===== config.mk =====
export PLATFORM = sky130hd
export DESIGN_NAME = led_pattern_gen
export DESIGN_NICKNAME = d
export VERILOG_FILES = /design/src/rtl/led_pkg.sv /design/src/rtl/btn_debounce.sv /design/src/rtl/led_pattern_gen.sv
export SDC_FILE = /design/constraint.sdc
export NUM_CORES = 1
export LEC_CHECK = 0
export BUFFER_PORTS_ARGS = -buffer_cell sky130_fd_sc_hd__buf_2
export CAP_MARGIN = 20
export CORE_ASPECT_RATIO = 0.6
export CORE_MARGIN = 2
export CORE_UTILIZATION = 30
export DETAILED_ROUTE_END_ITERATION = 8
export SLEW_MARGIN = 0
export SYNTH_ARGS = -nofsm -noshare
export SYNTH_HDL_FRONTEND = slang
export SYNTH_SLANG_ARGS = --single-unit

===== constraint.sdc =====
create_clock -name clk -period 4.4 [get_ports clk]
set_input_delay 0 -clock clk [delete_from_list [all_inputs] [get_ports clk]]
set_output_delay 0 -clock clk [all_outputs]
set_load 0.02 [all_outputs]

===== src/rtl/led_pkg.sv =====
// ---------------------------------------------------------------------------
// led_pkg
// Shared definitions for the LED pattern generator: mode codes, the initial
// pattern loaded on entry to each mode, the BOUNCE direction type and the
// default timing parameters (tuned for a 50 MHz board clock).
// No ports; imported by led_pattern_gen and btn_debounce.
// ---------------------------------------------------------------------------
package led_pkg;

    // 4 Hz pattern step and 20 ms debounce window at 50 MHz
    localparam int DEFAULT_CLK_DIV = 12_500_000;
    localparam int DEFAULT_DB_CNT  = 1_000_000;

    typedef enum logic [1:0] {
        MODE_OFF    = 2'b00,
        MODE_CHASE  = 2'b01,
        MODE_BOUNCE = 2'b10,
        MODE_BLINK  = 2'b11
    } mode_t;

    // Right moves the lit LED toward led_9 (towards P[0])
    typedef enum logic {
        DIR_RIGHT = 1'b0,
        DIR_LEFT  = 1'b1
    } dir_t;

    localparam logic [4:0] INIT_OFF    = 5'b00000;
    localparam logic [4:0] INIT_CHASE  = 5'b10000;
    localparam logic [4:0] INIT_BOUNCE = 5'b10000;
    localparam logic [4:0] INIT_BLINK  = 5'b11111;

    function automatic mode_t next_mode(input mode_t cur);
        mode_t nxt;
        case (cur)
            MODE_OFF:    nxt = MODE_CHASE;
            MODE_CHASE:  nxt = MODE_BOUNCE;
            MODE_BOUNCE: nxt = MODE_BLINK;
            default:     nxt = MODE_OFF;
        endcase
        return nxt;
    endfunction

    function automatic logic [4:0] init_pattern(input mode_t m);
        logic [4:0] p;
        case (m)
            MODE_CHASE:  p = INIT_CHASE;
            MODE_BOUNCE: p = INIT_BOUNCE;
            MODE_BLINK:  p = INIT_BLINK;
            default:     p = INIT_OFF;
        endcase
        return p;
    endfunction

endpackage


===== src/rtl/btn_debounce.sv =====
// ---------------------------------------------------------------------------
// btn_debounce
// Synchronizes a raw, bouncing push button into the clock domain and filters
// it: the debounced level only follows the synchronized input after it has
// disagreed for DB_CNT consecutive cycles. Emits a one-cycle pulse on each
// accepted press (0->1 of the debounced level); releases give no pulse.
//
// Ports:
//   clk       in   system clock, rising edge
//   rst_n     in   asynchronous active-low reset
//   btn_raw   in   raw asynchronous button, active-high
//   btn_level out  debounced button level
//   btn_press out  one-cycle press pulse, registered
// ---------------------------------------------------------------------------
module btn_debounce
    import led_pkg::*;
#(
    parameter int DB_CNT = DEFAULT_DB_CNT
) (
    input  logic clk,
    input  logic rst_n,
    input  logic btn_raw,
    output logic btn_level,
    output logic btn_press
);

    localparam int              CNT_W    = (DB_CNT > 1) ? $clog2(DB_CNT) : 1;
    localparam logic [CNT_W-1:0] CNT_LAST = CNT_W'(DB_CNT - 1);

    logic             sync_0;
    logic             sync_1;
    logic [CNT_W-1:0] db_count;

    // db_count holds how many consecutive earlier cycles already disagreed,
    // so reaching CNT_LAST on another disagreeing cycle completes the window.
    always_ff @(posedge clk or negedge rst_n) begin
        if (!rst_n) begin
            sync_0    <= 1'b0;
            sync_1    <= 1'b0;
            db_count  <= '0;
            btn_level <= 1'b0;
            btn_press <= 1'b0;
        end else begin
            sync_0    <= btn_raw;
            sync_1    <= sync_0;
            btn_press <= 1'b0;
            if (sync_1 != btn_level) begin
                if (db_count == CNT_LAST) begin
                    btn_level <= sync_1;
                    btn_press <= sync_1;
                    db_count  <= '0;
                end else begin
                    db_count <= db_count + 1'b1;
                end
            end else begin
                db_count <= '0;
            end
        end
    end

endmodule


===== src/rtl/led_pattern_gen.sv =====
// ---------------------------------------------------------------------------
// led_pattern_gen
// Five-LED pattern generator. A debounced push button cycles the mode
// OFF -> CHASE -> BOUNCE -> BLINK -> OFF; a prescaler produces the pattern
// step tick while running. P[4] drives led_1, P[0] drives led_9.
//
// Ports:
//   clk                          in   system clock, rising edge
//   rst_n                        in   asynchronous active-low reset
//   btn                          in   raw bouncing mode button, active-high
//   sw_1                         in   run enable (1 = step, 0 = pause)
//   sw_3                         in   CHASE direction (0 = toward led_9)
//   sw_5                         in   blank all LEDs, sequence keeps going
//   led_1/3/5/7/9                out  registered LED drives, active-high
//   mode                         out  current mode code
// ---------------------------------------------------------------------------
module led_pattern_gen
    import led_pkg::*;
#(
    parameter int CLK_DIV = DEFAULT_CLK_DIV,
    parameter int DB_CNT  = DEFAULT_DB_CNT
) (
    input  logic       clk,
    input  logic       rst_n,
    input  logic       btn,
    input  logic       sw_1,
    input  logic       sw_3,
    input  logic       sw_5,
    output logic       led_1,
    output logic       led_3,
    output logic       led_5,
    output logic       led_7,
    output logic       led_9,
    output logic [1:0] mode
);

    localparam int                PRESC_W    = (CLK_DIV > 1) ? $clog2(CLK_DIV) : 1;
    localparam logic [PRESC_W-1:0] PRESC_LAST = PRESC_W'(CLK_DIV - 1);

    logic               btn_level_unused;
    logic               btn_press;
    mode_t              mode_q;
    dir_t               dir;
    dir_t               dir_next;
    logic [PRESC_W-1:0] presc;
    logic [4:0]         pattern;
    logic [4:0]         pattern_next;
    logic [4:0]         leds;
    logic               counting;
    logic               tick;

    btn_debounce #(
        .DB_CNT(DB_CNT)
    ) u_debounce (
        .clk      (clk),
        .rst_n    (rst_n),
        .btn_raw  (btn),
        .btn_level(btn_level_unused),
        .btn_press(btn_press)
    );

    assign counting = sw_1 && (mode_q != MODE_OFF);
    assign tick     = counting && (presc == PRESC_LAST);

    // Next pattern and BOUNCE direction. A press overrides a coincident tick.
    // BOUNCE flips direction on the step that lands on an end LED, so the
    // following tick already heads back and the pattern never wraps.
    always_comb begin
        pattern_next = pattern;
        dir_next     = dir;
        if (btn_press) begin
            pattern_next = init_pattern(next_mode(mode_q));
            dir_next     = DIR_RIGHT;
        end else if (tick) begin
            case (mode_q)
                MODE_CHASE: begin
                    if (sw_3)
                        pattern_next = {pattern[3:0], pattern[4]};
                    else
                        pattern_next = {pattern[0], pattern[4:1]};
                end
                MODE_BOUNCE: begin
                    if (dir == DIR_RIGHT) begin
                        pattern_next = pattern >> 1;
                        if (pattern[1])
                            dir_next = DIR_LEFT;
                    end else begin
                        pattern_next = pattern << 1;
                        if (pattern[3])
                            dir_next = DIR_RIGHT;
                    end
                end
                MODE_BLINK: pattern_next = ~pattern;
                default:    pattern_next = pattern;
            endcase
        end
    end

    // Mode FSM, prescaler, pattern and LED output registers
    always_ff @(posedge clk or negedge rst_n) begin
        if (!rst_n) begin
            mode_q  <= MODE_OFF;
            presc   <= '0;
            pattern <= INIT_OFF;
            dir     <= DIR_RIGHT;
            leds    <= '0;
        end else begin
            if (btn_press) begin
                mode_q <= next_mode(mode_q);
                presc  <= '0;
            end else if (counting) begin
                presc <= tick ? '0 : presc + 1'b1;
            end
            pattern <= pattern_next;
            dir     <= dir_next;
            leds    <= pattern_next & ~{5{sw_5}};
        end
    end

    assign {led_1, led_3, led_5, led_7, led_9} = leds;
    assign mode = mode_q;

endmodule


==> results by stage <==
Clocking:
- The number of H-tree branching levels is 3.
- The clock passes through at most 2 buffers.
- The number of hold buffers added after CTS was 3.
- The number of gates resized after CTS was 0.
- The buffer count from post-CTS setup fixing is 0.
- The clock sink total is 61.
- The master cell of the clock root buffer is clkbuf_16.
- The clock tree from TritonCTS is yes.
- Clock tree synthesis inserted a total of 9 buffers.
- The clock transition at the registers of the reported paths is around 0.050 ns.
- The clock latency on the worst-skew pair is 0.33 ns.

Synth:
- The sequential-to-total area share from yosys stat is about half.
- After technology mapping, the gate count stands at 328.
- Summing every instance area after synthesis gives around 3200 um2.
- The post-synthesis simple-gate area fraction is 24.90%.
- The flip-flop cell with the highest count after synthesis is dfrtp_1.
- After synthesis, the netlist uses 42 different library cells.
- In the synthesized netlist the async set-or-reset flop fraction comes to 100.0%.
- The number of nets in the synthesized netlist is approximately 340.
- The mux cell area share after synthesis is 3.241%.
- The Yosys step of the flow raised 0 warnings.
- The average size of a mapped cell is 9.651 um2.
- The combinational family with the most area after synthesis is simple AND/OR/NAND/NOR gates.
- The XOR/XNOR share of the synthesized area is a little under a tenth.
- The post-synthesis share of cell area spent on full adders, half adders and majority gates is under 10%.
- The number of synthesized flops with an enable pin is 0.
- Summing the areas of all compound-gate instances in the mapped netlist gives between 7 and 8% of the synthesized area.
- After synthesis the netlist holds a flip-flop and latch count of 61.

Status:
- The flow ran to the end, and the final reports show no timing, DRC or antenna violations.

Timing:
- The final count of hold timing violations was 0.
- Adding up every negative setup slack in the final design gives 0 ns.
- Setup repair after global routing left no endpoint under its margin.
- For this run, the top clock speed supported by timing is around 0.38 GHz.
- The number of pins with negative max-slew slack in the final report is 0.
- Measured against its own limit, the worst slew margin works out to 43.32%.
- The smallest clock period supported by the final layout is computed as about 2.7 ns.
- The pin slew with the least headroom to its limit is 0.8484 ns.
- The number of endpoints failing setup at the final stage is 0.
- On the final layout, the worst clock skew is approximately 0.0079 ns.
- The final critical path takes up 60.29% of the cycle.

Cells and area:
- The final standard cell count with taps included and fillers excluded is 485.
- 0 antenna diodes ended up in the layout.
- The number of nets in the layout is 359.
- The layout-stage area growth over the synthesis result is 17.19%.
- Leaving out fill and tap cells, the most frequent cell in the layout is dfrtp_1.
- Of the cells placed in the final design, the portion with a size suffix greater than 1 is 12.00%.
- The top cell types in the final layout, fill and taps aside, are 61 x dfrtp_1, 43 x nor2_1, 29 x nand2_1, 22 x nand3_1, 18 x xnor2_1.

Floorplan:
- The core area is 10050 um2.
- The die boundary height is roughly 84 um.
- The floorplan has 28 rows.
- 13 I/O pins were placed.
- Once the floorplan was initialized, standard cells occupied 31.48% of the core.
- The floorplan step set the die width to 136.6 um.
- The die covers 11420 um2.

Global routing:
- The number of antenna violations at the first check in global routing is 0.
- The maximum number of pins on one net before global-route repair is 62.
- The global-route wire length before repair is 11410 um.
- The via count of the first global-routing pass is 2288.
- Across every metal layer, demand over resource in global routing totals 12.85%.
- The global-route congestion overflow total is 0.

Pwr:
- Dividing total power by cell area gives a power density of 378.7 nW/um2.
- The standby leakage power is 1.561 nW.
- The worst-case IR drop observed on VDD is between 0.00015 and 0.0002 V.

Worst setup path:
- The arrival time of the worst setup path is 2.84 ns.
- Data on the critical path is required at its endpoint by 4.59 ns.
- STA classifies the critical path startpoint as a register.
- The path type of the worst setup path is reg2reg.
- In this run the worst path has a maximum fanout of 15.
- The endpoint kind of the worst setup timing path is a register.

Route:
- After detailed routing, the number of remaining DRC violations is 0.
- The sum of routed wire length over all layers is 6664 um.
- The detail route stage leaves a number of antenna-violating nets equal to 0.
- The number of detailed-routing iterations run before antenna repair is 5.
- In the final routed layout, each cell accounts on average for about 14 um.
- The count of routing violations after the opening detailed-route iteration is 181.
- After detailed routing, the number of vias per cell comes to 4.971.
- The total number of vias is 2411.

Placed design:
- The number of placed cells counting well taps is 466.
- The routability congestion estimate is 0.8690.
- The number of port buffers is 12.
- The HPWL after detailed placement is about 4600 um.

Min path:
- The kind of path behind the tightest hold check is in2reg.

Flow run:
- The tool flagged a number of max-cap violations equal to 0.
[critical path, stage by stage (launching register included)]
cell	delay (ns)
dfrtp_1	0.40
inv_1	0.10
ha_1	0.22
nand2b_1	0.37
nor3_1	0.33
and3_1	0.46
or2_1	0.51
nor3_1	0.12
[where the power goes]
| group | total [mW] | switching [mW] | internal, mW |
|---|---|---|---|
| logic | 0.0353 | 0.0233 | 0.0120 |
| registers | 0.575 | 0.00578 | 0.569 |
| clock network | 0.795 | 0.239 | 0.556 |
| total | 1.41 | 0.268 | 1.14 |
[cells in the mapped netlist (all sizes together), types with 5 or more instances]
cell | number | area share, %
inv | 8 | 0.95
or2 | 5 | 0.99
nor2 | 43 | 5.1
o21ai | 16 | 2.5
xor2 | 16 | 4.4
a21oi | 8 | 1.3
clkbuf | 7 | 0.83
nand3 | 22 | 3.5
nand2 | 29 | 3.4
nand4 | 9 | 1.8
xnor2 | 18 | 5.0
and3 | 11 | 2.2
nor3 | 13 | 2.1
ha | 8 | 3.2
mux2i | 8 | 2.5
dfrtp | 61 | 48
[flip-flops by register name (all words and copies together) (netlist names)]
register	flops
u_debounce.db_count	20
presc	24
u_debounce.sync_1	1
u_debounce.btn_press	1
dir	1
u_debounce.btn_level	1
mode	2
pattern	5
u_debounce.sync_0	1
leds	5
[cells by family after synthesis]
kind of cell,count (synthesis)
xor gates and xnor gates,34
DFF,61
adders and majority gates,8
and+or+nand+nor,156
buffers and inverters,19
muxes,10
AOI/OAI and AO/OA,40
[area by class of cell]
type | instances | area [um2]
Clock buffer | 13 | 280.3
Clock inverter | 3 | 65.06
Fill cell | 998 | 6345
Inverter | 8 | 30.03
Multi-Input combinational cell | 248 | 1534
Sequential cell | 61 | 1526
Tap cell | 135 | 168.9
Timing Repair Buffer | 17 | 105.1
[routing by layer]
layer,track usage (%),share of wire (%)
met1,19.05,53
met2,16.55,39
met3,5.222,7.0
met4,4.167,1.1
met5,0,0
[through the flow]
step           power, mW  instance area, um2  hold WS [ns]  setup slack, ns  utilization [%]
3_3_place_gp      0.6188                3334        0.1095            1.882            33.16
3_5_place_dp      0.6188                3334        0.1097            1.780            33.16
5_1_grt            1.460                3710        0.3012            1.458            36.90
2_1_floorplan     0.5976                3166       -0.2956            2.328                -
4_1_cts            1.422                3710        0.2631            1.713            36.90
6_report           1.405                3710        0.2927            1.747            36.90
[worst paths after layout]
check / start / endpoint / slack, ns / cells past startpoint
max in group asynchronous: rst_n / mode[1]$_DFFE_PN0P_ / 3.52 / 3
worst max register to register: mode[0]$_DFFE_PN0P_ / presc[15]$_DFFE_PN0P_ / 1.75 / 7
min in group asynchronous: rst_n / leds[1]$_DFF_PN0_ / 0.36 / 3
worst min-delay path: sw_1 / presc[1]$_DFFE_PN0P_ / 0.29 / 4
worst min register to register: u_debounce.sync_0$_DFF_PN0_ / u_debounce.sync_1$_DFF_PN0_ / 0.35 / 0
worst max-delay path: mode[0]$_DFFE_PN0P_ / presc[15]$_DFFE_PN0P_ / 1.75 / 7
(Power assumes the default switching activity.)
